$ cat src/rtl/qos_pkg.sv
// -----------------------------------------------------------------------------
// qos_pkg
// Shared definitions for the QoS PCIe write-side distributor.
//   NUM_FIFOS / CLASS_W : number of class FIFOs and width of the class field
//   class_lsb()         : bit position of the class field inside a word
//   class_onehot()      : class number to one-hot push strobe
//   state_t             : distributor FSM states
// -----------------------------------------------------------------------------
package qos_pkg;

   localparam int NUM_FIFOS = 4;
   localparam int CLASS_W   = 2;

   typedef enum logic [1:0] {
      IDLE  = 2'd0,
      PASS  = 2'd1,
      STALL = 2'd2
   } state_t;

   // The class field occupies the top CLASS_W bits of a word.
   function automatic int class_lsb(input int data_width);
      return data_width - CLASS_W;
   endfunction

   function automatic logic [NUM_FIFOS-1:0] class_onehot(input logic [CLASS_W-1:0] cls);
      return NUM_FIFOS'(1) << cls;
   endfunction

endpackage

$ cat src/rtl/push_counter.sv
// -----------------------------------------------------------------------------
// push_counter
// Free-running wrap-around counter of pushes into one class FIFO.
//   clk     : clock
//   reset_L : asynchronous active-low reset, clears the count
//   inc_en  : add one this cycle
//   count   : current count (wraps modulo 2^CNT_WIDTH)
// -----------------------------------------------------------------------------
module push_counter #(
   parameter int CNT_WIDTH = 5
) (
   input  logic                 clk,
   input  logic                 reset_L,
   input  logic                 inc_en,
   output logic [CNT_WIDTH-1:0] count
);

   logic [CNT_WIDTH-1:0] count_reg;

   always_ff @(posedge clk or negedge reset_L) begin
      if (!reset_L) begin
         count_reg <= '0;
      end else if (inc_en) begin
         count_reg <= count_reg + CNT_WIDTH'(1);
      end
   end

   assign count = count_reg;

endmodule

$ cat src/rtl/demux_class_push.sv
// -----------------------------------------------------------------------------
// demux_class_push
// Decodes the traffic class of each incoming word and pushes it into one of
// four class FIFOs, holding a single word while its target FIFO is almost full.
//   clk         : clock
//   reset_L     : asynchronous active-low reset
//   data_in     : incoming word, class in the top two bits
//   valid_in    : data_in is valid
//   ready_out   : a word can be accepted this cycle
//   almost_full : almost-full flag of FIFO 0..3
//   demux_out   : registered word presented to the FIFOs (0 when no push)
//   push        : registered one-hot push strobe to FIFO 0..3
//   count_out   : packed per-class push counters, class k at [k*CNT_WIDTH +: CNT_WIDTH]
//   idle_out    : FSM is in IDLE
// -----------------------------------------------------------------------------
module demux_class_push
   import qos_pkg::*;
#(
   parameter int DATA_WIDTH = 12,
   parameter int CNT_WIDTH  = 5
) (
   input  logic                           clk,
   input  logic                           reset_L,
   input  logic [DATA_WIDTH-1:0]          data_in,
   input  logic                           valid_in,
   output logic                           ready_out,
   input  logic [NUM_FIFOS-1:0]           almost_full,
   output logic [DATA_WIDTH-1:0]          demux_out,
   output logic [NUM_FIFOS-1:0]           push,
   output logic [NUM_FIFOS*CNT_WIDTH-1:0] count_out,
   output logic                           idle_out
);

   localparam int CLASS_LSB = class_lsb(DATA_WIDTH);

   state_t                  state_reg;
   logic [NUM_FIFOS-1:0]    push_reg;
   logic [DATA_WIDTH-1:0]   demux_reg;
   logic [DATA_WIDTH-1:0]   held_data_reg;
   logic [CLASS_W-1:0]      held_class_reg;
   logic [CLASS_W-1:0]      in_class;

   assign in_class = data_in[CLASS_LSB +: CLASS_W];

   // Accept decision uses only the registered state, so ready_out has no
   // combinational dependency on valid_in or almost_full.
   always_ff @(posedge clk or negedge reset_L) begin
      if (!reset_L) begin
         state_reg      <= IDLE;
         push_reg       <= '0;
         demux_reg      <= '0;
         held_data_reg  <= '0;
         held_class_reg <= '0;
      end else begin
         unique case (state_reg)
            IDLE, PASS: begin
               if (valid_in && !almost_full[in_class]) begin
                  state_reg <= PASS;
                  push_reg  <= class_onehot(in_class);
                  demux_reg <= data_in;
               end else if (valid_in) begin
                  state_reg      <= STALL;
                  push_reg       <= '0;
                  demux_reg      <= '0;
                  held_data_reg  <= data_in;
                  held_class_reg <= in_class;
               end else begin
                  state_reg <= IDLE;
                  push_reg  <= '0;
                  demux_reg <= '0;
               end
            end
            STALL: begin
               // Only the held class matters: head-of-line blocking is intended.
               if (!almost_full[held_class_reg]) begin
                  state_reg <= PASS;
                  push_reg  <= class_onehot(held_class_reg);
                  demux_reg <= held_data_reg;
               end else begin
                  push_reg  <= '0;
                  demux_reg <= '0;
               end
            end
            default: begin
               state_reg <= IDLE;
               push_reg  <= '0;
               demux_reg <= '0;
            end
         endcase
      end
   end

   assign ready_out = (state_reg != STALL);
   assign idle_out  = (state_reg == IDLE);
   assign push      = push_reg;
   assign demux_out = demux_reg;

   // Counters follow the registered strobe, so a count lands one cycle after its push.
   generate
      for (genvar gi = 0; gi < NUM_FIFOS; gi++) begin : g_cnt
         push_counter #(
            .CNT_WIDTH (CNT_WIDTH)
         ) u_push_counter (
            .clk     (clk),
            .reset_L (reset_L),
            .inc_en  (push_reg[gi]),
            .count   (count_out[gi*CNT_WIDTH +: CNT_WIDTH])
         );
      end
   endgenerate

endmodule

$ cat config.mk
export PLATFORM = sky130hd
export DESIGN_NAME = demux_class_push
export DESIGN_NICKNAME = d
export VERILOG_FILES = /design/src/rtl/qos_pkg.sv /design/src/rtl/push_counter.sv /design/src/rtl/demux_class_push.sv
export SDC_FILE = /design/constraint.sdc
export NUM_CORES = 1
export LEC_CHECK = 0
export ABC_CLOCK_PERIOD_IN_PS = 2700
export CAP_MARGIN = 30
export CORE_MARGIN = 2
export CORE_UTILIZATION = 45
export CTS_CLUSTER_SIZE = 8
export DETAILED_ROUTE_END_ITERATION = 8
export GPL_TIMING_DRIVEN = 0
export PLACE_DENSITY_LB_ADDON = 0.25
export REMOVE_ABC_BUFFERS = 1
export SYNTH_ARGS = -nofsm -noshare
export SYNTH_HDL_FRONTEND = slang
export SYNTH_SLANG_ARGS = --single-unit
export TNS_END_PERCENT = 30
$ cat constraint.sdc
create_clock -name clk -period 2.7 [get_ports clk]
set_clock_uncertainty 0.2 [all_clocks]
set_input_delay 0.27 -clock clk [delete_from_list [all_inputs] [get_ports clk]]
set_output_delay 0.27 -clock clk [all_outputs]
set_load 0.05 [all_outputs]
==> results of run 1 <==
through the flow:
step,cells,TNS [ns]
after floorplan,137,0
after global placement,245,-6.82
after detailed placement,246,0
after CTS,255,0
after global routing,255,0
final,255,0
area by class of cell:
type | instances | area, um2 | share of cell area
clock inverter | 1 | 30.0 | 0.0108
clock buffer | 7 | 76.3 | 0.0275
multi-input combinational | 84 | 758 | 0.273
sequential | 50 | 1250 | 0.450
tap | 52 | 65.1 | 0.0234
inverter | 3 | 11.3 | 0.00405
timing repair buffer | 58 | 586 | 0.211
kinds of logic (layout without fill, tap and decap cells):
logic type | after synthesis | after routing | share of synthesized area
buffers and inverters | 12 | 69 | 0.0406
adder cells (fa/ha/maj) | 4 | 4 | 0.0239
flip-flops | 50 | 50 | 0.597
multiplexers | 19 | 19 | 0.111
AND/OR/NAND/NOR | 26 | 26 | 0.0842
AO/OA/AOI/OAI | 19 | 19 | 0.0759
XOR/XNOR | 16 | 16 | 0.0669
synthesized netlist by cell type, drive strengths merged:
cell type	n
mux2	14
a22o	11
nand2	4
nor2	4
inv	3
or3b	1
ha	4
nand4b	2
mux4	2
mux2i	3
or4bb	2
a21oi	2
a31o	1
nand4	8
xor2	4
o21ai	2
nand3b	1
nor3b	1
dfrtp	50
o22ai	1
or2	2
buf	9
xnor2	12
nand2b	1
o32a	2
power groups by stage:
stage / sequential [uW] / clock (uW) / combinational (uW)
after global placement: 1180 / 0 / 1300
after global routing: 1220 / 554 / 1390
after detailed placement: 1200 / 0 / 1330
after CTS: 1190 / 524 / 1340
after floorplan: 1700 / 0 / 344
final: 1180 / 499 / 1320
critical path: stages, from the launching register on:
cell,delay (ns)
sky130_fd_sc_hd__dfrtp_1,0.50
sky130_fd_sc_hd__nand2b_1,0.20
sky130_fd_sc_hd__clkdlybuf4s50_1,0.84
worst paths after layout:
kind,start,endpoint,slack [ns]
worst max-delay path,state_reg[1]$_DFFE_PN0P_,ready_out,0.41
worst max register to register,state_reg[1]$_DFFE_PN0P_,held_data_reg[9]$_DFFE_PN0P_,0.46
min in group clk,g_cnt[3].u_push_counter.count[4]$_DFFE_PN0P_,g_cnt[3].u_push_counter.count[4]$_DFFE_PN0P_,0.27
max in group asynchronous,reset_L,state_reg[1]$_DFFE_PN0P_,1.58
worst min-delay path,reset_L,demux_out[7]$_DFF_PN0_,0.21
worst min register to register,g_cnt[3].u_push_counter.count[4]$_DFFE_PN0P_,g_cnt[3].u_push_counter.count[4]$_DFFE_PN0P_,0.27
layer usage:
layer | vias up | wire length, um | GRT usage
met4 | 0 | 10 | 0.0419
li1 | 630 | - | -
met3 | 2 | 202 | 0.0431
met5 | - | 0 | 0
met1 | 666 | 1690 | 0.211
met2 | 35 | 1990 | 0.270
==> results.md, run 1 <==
- The internal portion of the total power is 1760 uW.
- The peak ir drop on the vdd network is 0.549 mV.
- The total power is between 3000 and 4000 uW.
- During synthesis, Yosys emitted a total of 0 warnings.
- The quantity of gates resized following cts is 0.
- The final count of hold timing violations was 0.
- Once placement finished, the instance area stood at about 0.0027 mm2.
- The classification of the worst-slack hold path is in -> async.
- The number of buffers added on ports is 56.
- The element type at the critical path end is a primary output.
- The initialized floorplan defines 24 standard-cell rows.
- The maximum fanout count along the critical path is 10.
- The total count of max-transition violations in the final report came to 0.
- The maximum number of pins on one net before global-route repair is 39.
- After detailed routing, the number of vias per cell comes to 5.23.
- The number of fillers in the final layout is roughly 330.
- Measured in cells, the most critical reg-to-reg path has a length of 3.
- The share of the Yosys chip area taken by registers is 0.597.
- In this run the power density over the cells is 1080 mW/mm2.
- The core footprint is 0.00441 mm2.
- The post-DP HPWL is ~2800 um.
- The diode insertion count for antenna repair is 0.
- The ratio of cells with drive above 1 in the final layout is 0.0985.
- Once routing completed, OpenROAD measured the worst setup slack at 0.413 ns.
- Hold timing on the final database bottoms out at a slack of around 0.21 ns.
- After detailed routing, the number of remaining DRC violations is 0.
- Clock-pin slew was measured on the worst setup and hold paths at approximately 0.09 ns.
- The number of nets with antenna violations after detailed routing is 0.
- Static timing analysis puts the maximum clock frequency at 437 MHz.
- Global routing finished with a remaining overflow of 0.
- The critical path class is reg -> out.
- The cell area after synthesis is between 0.002 and 0.0025 mm2.
- At the later pin of the worst-skew pair, clock insertion delay measures slightly below 0.3 ns.
- The via count of the first global-routing pass is ~1400.
- In this run the clock root is driven by a sky130_fd_sc_hd__clkbuf_8.
- The height of the die is slightly above 70 um.
- The weighted congestion at the end of routability-driven global placement is just under 0.8.
- The finished cells cover 0.00278 mm2.
- The level count of the clock H-tree is 2.
- Of the total power, the share spent switching nets is 0.415.
- The clock sink count is 50.
- The net total in the final layout is around 230.
- The share of the clock period used by the worst path after layout is 0.847.
- For this block, the initial DRC count from the detailed router was 39.
- The routed design could run at a clock period as short as 2.29 ns.
- The average footprint of a synthesized cell is 14.3 um2.
- The kind of start point of the critical path is a flop.
- Of the total power, combinational logic draws 0.439.
- The starting density of the core is 0.474.
- sky130_fd_sc_hd__dfrtp_1 takes more of the synthesized area than any other cell.
- The clock tree from TritonCTS is done.
- The number of storage elements in the synthesis netlist is 50.
- The total CTS buffers is 5.
- The first global-routing pass estimated roughly 6600 um of wire.
- The run finished with clean final reports.
- In the layout the commonest cells are 55 x sky130_fd_sc_hd__clkdlybuf4s50_1, 50 x sky130_fd_sc_hd__dfrtp_1, 12 x sky130_fd_sc_hd__xnor2_1.
- The end-of-flow core utilization is 0.629.
- The data required time at the worst endpoint is 2.23 ns.
- The top-level port count is 57.
- After clock tree synthesis, the setup repair step added 0 buffers.
- The actual slew at the worst max-slew pin is between 0.7 and 0.8 ns.
- The switching power summed over all nets is 1240 uW.
- The clock tree buffer depth is 2.
- The clock power share is 0.166.
- The number of detailed-routing iterations run before antenna repair is 4.
- Setup repair after global routing left no endpoint under its margin.
- The average detailed-routed wire length per instance is roughly 15 um.
- Of the post-synthesis cell area, the dominant cell type holds 0.597.
- In the global route stage, overall resource usage came out at 0.162.
- The die covers 0.00522 mm2.
- After clock tree synthesis, the flow added hold-fix buffers numbering 1.
- The commonest non-fill, non-tap cell in the layout is sky130_fd_sc_hd__clkdlybuf4s50_1.
- Counting every instance in the synthesized netlist gives between 100 and 150.
- In this run, distinct cell masters in the synthesized netlist total 29.
- The number of flip-flops in the largest register is 20.
- The arrival time reported for the critical path endpoint is 1.82 ns.
- The area growth from synthesis to final layout is 32.6%.
- Detailed routing inserted a total of 1333 vias.
- Of the total power, registers draw 0.395.
- After detailed routing, the total wire length is ~3900 um.
- The initial antenna violation count is 0.
- The placement-stage worst setup slack is 0.151 ns.
- Setup violations remaining at the end of the flow were counted as 0.
- The analysis attributes to cell leakage a power of ~0.0012 uW.
- Sorting the synthesized cells by area gives the leading types as sky130_fd_sc_hd__dfrtp_1 60%, sky130_fd_sc_hd__xnor2_1 5.0%, sky130_fd_sc_hd__a22o_1 4.6%.
- The max-cap check violation count is 0.
- The horizontal extent of the die is roughly 72 um.
- The worst max-slew margin expressed relative to the limit is 0.483.
No activity file was read; power rests on OpenSTA's default activity.
==> run 2, diff against run 1 <==
- ABC_CLOCK_PERIOD_IN_PS: 2700 -> 2250
- clock period: 2.7 -> 2.25 ns (I/O delays scaled with it)
==> run 2 against run 1 <==
  * Non-clock buffer count is the same
  * Die area is the same
  * Register-to-register slack lost 0.28 ns
  * Sequential share of layout area shrank 0.18 points
  * First-iteration DRC count grew 26%
  * Critical path depth is the same
  * Final cell count is the same
  * Total power grew 20%
  * Clock-buffer cell count is the same
  * Design area grew 0.41%
  * Largest cell class unchanged
  * Routed wire length grew 0.31%
==> results.md, run 2 (same netlist as run 1, synthesis figures left out) <==
- The vias per cell is about 5.2.
- The number of buffers added on ports is 56.
- The number of detailed-routing iterations run before antenna repair is 4.
- The level count of the clock H-tree is 2.
- Of the cells placed in the final design, the portion with a size suffix greater than 1 is 0.103.
- The register with the most flip-flops in the layout has 20 of them.
- The classification of the worst-slack hold path is in -> async.
- The worst setup path is launched from a flop.
- The cell at the slowest stage of the critical path is sky130_fd_sc_hd__clkdlybuf4s50_1.
- Dividing the final minimum period by the clock period gives 0.964.
- The net total in the final layout is ~230.
- Setup repair after global routing left no endpoint under its margin.
- Walking the worst path, the cells encountered are nor2_1 > clkdlybuf4s50_1.
- The maximum number of pins on one net before global-route repair is 39.
- Setup violations remaining at the end of the flow were counted as 0.
- The kind of cell with the highest combined delay along the critical path is buffers and inverters.
- The max-cap check violation count is 0.
- Data on the critical path is required at its endpoint by approximately 1.8 ns.
- The number of nets with antenna violations after detailed routing is 0.
- The power per cell area is 1290 mW/mm2.
- The critical path is of the reg -> out type.
- The total power is roughly 3600 uW.
- The count of vias placed by the detailed router is 1333.
- The top-level port count is between 50 and 60.
- The via count of the first global-routing pass is between 1000 and 1500.
- The standard-cell row count is 24.
- The number of antenna diodes in the final layout is 0.
- The peak ir drop on the vdd network is 0.658 mV.
- Derived from the worst setup path, the maximum achievable clock frequency is approximately 460 MHz.
- The clock tree buffer depth is 2.
- The final count of hold timing violations was 0.
- In this run the worst path has a maximum fanout of 10.
- After detailed routing, the number of remaining DRC violations is 0.
- The final layout contains routed wiring with a total length of 3910 um.
- The core footprint is 0.00441 mm2.
- The first global-routing pass estimated ~6600 um of wire.
- The overall global routing resource usage is 0.162.
- Global routing finished with a remaining overflow of 0.
- The starting density of the core is 0.474.
- TritonCTS built the clock tree.
- The end-of-flow core utilization is 0.632.
- The element type at the critical path end is a primary output.
- STA puts the critical path data arrival time at around 1.7 ns.
- The clock sink count is 50.
- The DRC violation total after the first TritonRoute iteration is 49.
- TritonCTS created 5 clock buffers.
- Clock tree synthesis selected as its root buffer the cell sky130_fd_sc_hd__clkbuf_8.
- Leaving out fill and tap cells, the most frequent cell in the layout is sky130_fd_sc_hd__clkdlybuf4s50_1.
- Leaving out fill and tap cells, the most frequent cells in the layout are 53 x sky130_fd_sc_hd__clkdlybuf4s50_1, 50 x sky130_fd_sc_hd__dfrtp_1, 12 x sky130_fd_sc_hd__xnor2_1.
- The weighted congestion at the end of routability-driven global placement is approximately 0.8.
- Counting both buffers and inverters, the worst setup path holds a total of 1.
- The static leakage power is between 0.001 and 0.0015 uW.
- In the final routed layout, each cell accounts on average for around 15 um.
- The post-DP HPWL is 2810 um.
- Headroom to the max-slew limit came out at 0.635.
- The die is around 72 um tall.
- The initial antenna violation count is 0.
- The later pin in the worst-skew pair is clocked with a latency of 0.29 ns.
- The die covers 0.00522 mm2.
- The critical path's largest stage delay is about 0.8 ns.
- The total count of max-transition violations in the final report is 0.
- The area growth from synthesis to final layout is 33.2%.
- The flow ran to the end, and the final reports show no timing, DRC or antenna violations.
- The clock transition at the register clock pins on the worst setup and hold paths after CTS is about 0.09 ns.
- The final critical-path required period is ~2.2 ns.
- The die is about 72 um wide.
- The actual slew at the worst max-slew pin is 0.547 ns.
run 2: cell count changes in the layout (fill, tap and decap cells not counted), sizes merged:
| cell | change |
|---|---|
| dlygate4sd2 | +1 |
| dlymetal6s2s | +1 |
| clkdlybuf4s50 | -2 |
run 2: path summary, 6_finish.rpt:
kind,start,to,slack [ns],cells past startpoint
worst max-delay path,state_reg[1]$_DFFE_PN0P_,idle_out,0.08,2
worst max register to register,state_reg[1]$_DFFE_PN0P_,held_data_reg[9]$_DFFE_PN0P_,0.18,3
min in group clk,data_in[10],held_data_reg[10]$_DFFE_PN0P_,0.21,3
max in group asynchronous,reset_L,state_reg[1]$_DFFE_PN0P_,1.18,3
worst min register to register,g_cnt[3].u_push_counter.count[4]$_DFFE_PN0P_,g_cnt[3].u_push_counter.count[4]$_DFFE_PN0P_,0.27,1
worst min-delay path,reset_L,demux_out[7]$_DFF_PN0_,0.16,2
run 2: final cells by class:
class                   instances  area (um2)
multi-input cells              84         768
well taps                      52        65.1
repair buffers                 58         587
fillers                       332        1630
clock inverters                 1        30.0
clock buffers                   7        76.3
flip-flops and latches         50        1250
inverters                       3        11.3
run 2: what timing repair did:
item / 4_1_cts / 5_1_grt
resized for setup: 1 / 3
setup endpoints to repair: 1 / 21
buffers inserted: 0 / 0
hold buffers: 1 / 0
endpoints found under the hold margin: 50 / 0
run 2: layer usage:
| metal | vias up | share of wire | track usage |
|---|---|---|---|
| met5 | - | 0 | 0 |
| met4 | 0 | 0.0026 | 0.0419 |
| met3 | 2 | 0.049 | 0.0431 |
| met2 | 36 | 0.51 | 0.270 |
| met1 | 665 | 0.43 | 0.211 |
| li1 | 630 | - | - |
run 2: worst reg2reg max path, cell delays in order, from the launching register on:
cell and delay (ns):
sky130_fd_sc_hd__dfrtp_1 0.50, sky130_fd_sc_hd__or3b_4 0.46, sky130_fd_sc_hd__o22ai_4 0.41, sky130_fd_sc_hd__mux2_1 0.39
run 2: report_power, final:
part           switching [uW]  internal [uW]
Combinational             983            603
Clock                     269            333
Sequential                249           1170
run 2: through the flow:
stage | setup TNS (ns) | instance area [um2] | setup WS (ns) | hold slack (ns) | instances
after floorplan | 0 | 2020 | 0.253 | -0.271 | 137
after global placement | -31.44 | 2650 | -0.544 | 0.260 | 245
after detailed placement | -5.25 | 2660 | -0.254 | -0.0509 | 246
after CTS | 0 | 2780 | 0.00522 | 0.172 | 255
after global routing | 0 | 2790 | 0.00390 | 0.173 | 255
final | 0 | 2790 | 0.0800 | 0.158 | 255
==> run 3, diff against run 2 <==
- ABC_CLOCK_PERIOD_IN_PS: 2250 -> 2810
- clock period: 2.25 -> 2.81 ns (I/O delays scaled with it)
==> results of run 3 <==
Same layout as run 1 (identical final DEF). Status: complete, no violations.
Main changes from that run: setup slack after placement 0.151 ns -> 0.250 ns; setup slack after layout 0.413 ns -> 0.512 ns; hold slack 0.206 ns -> 0.217 ns; register-to-register setup slack 0.46 ns -> 0.57 ns; total power 3000 uW -> 2880 uW; worst IR drop on VDD 0.549 mV -> 0.528 mV
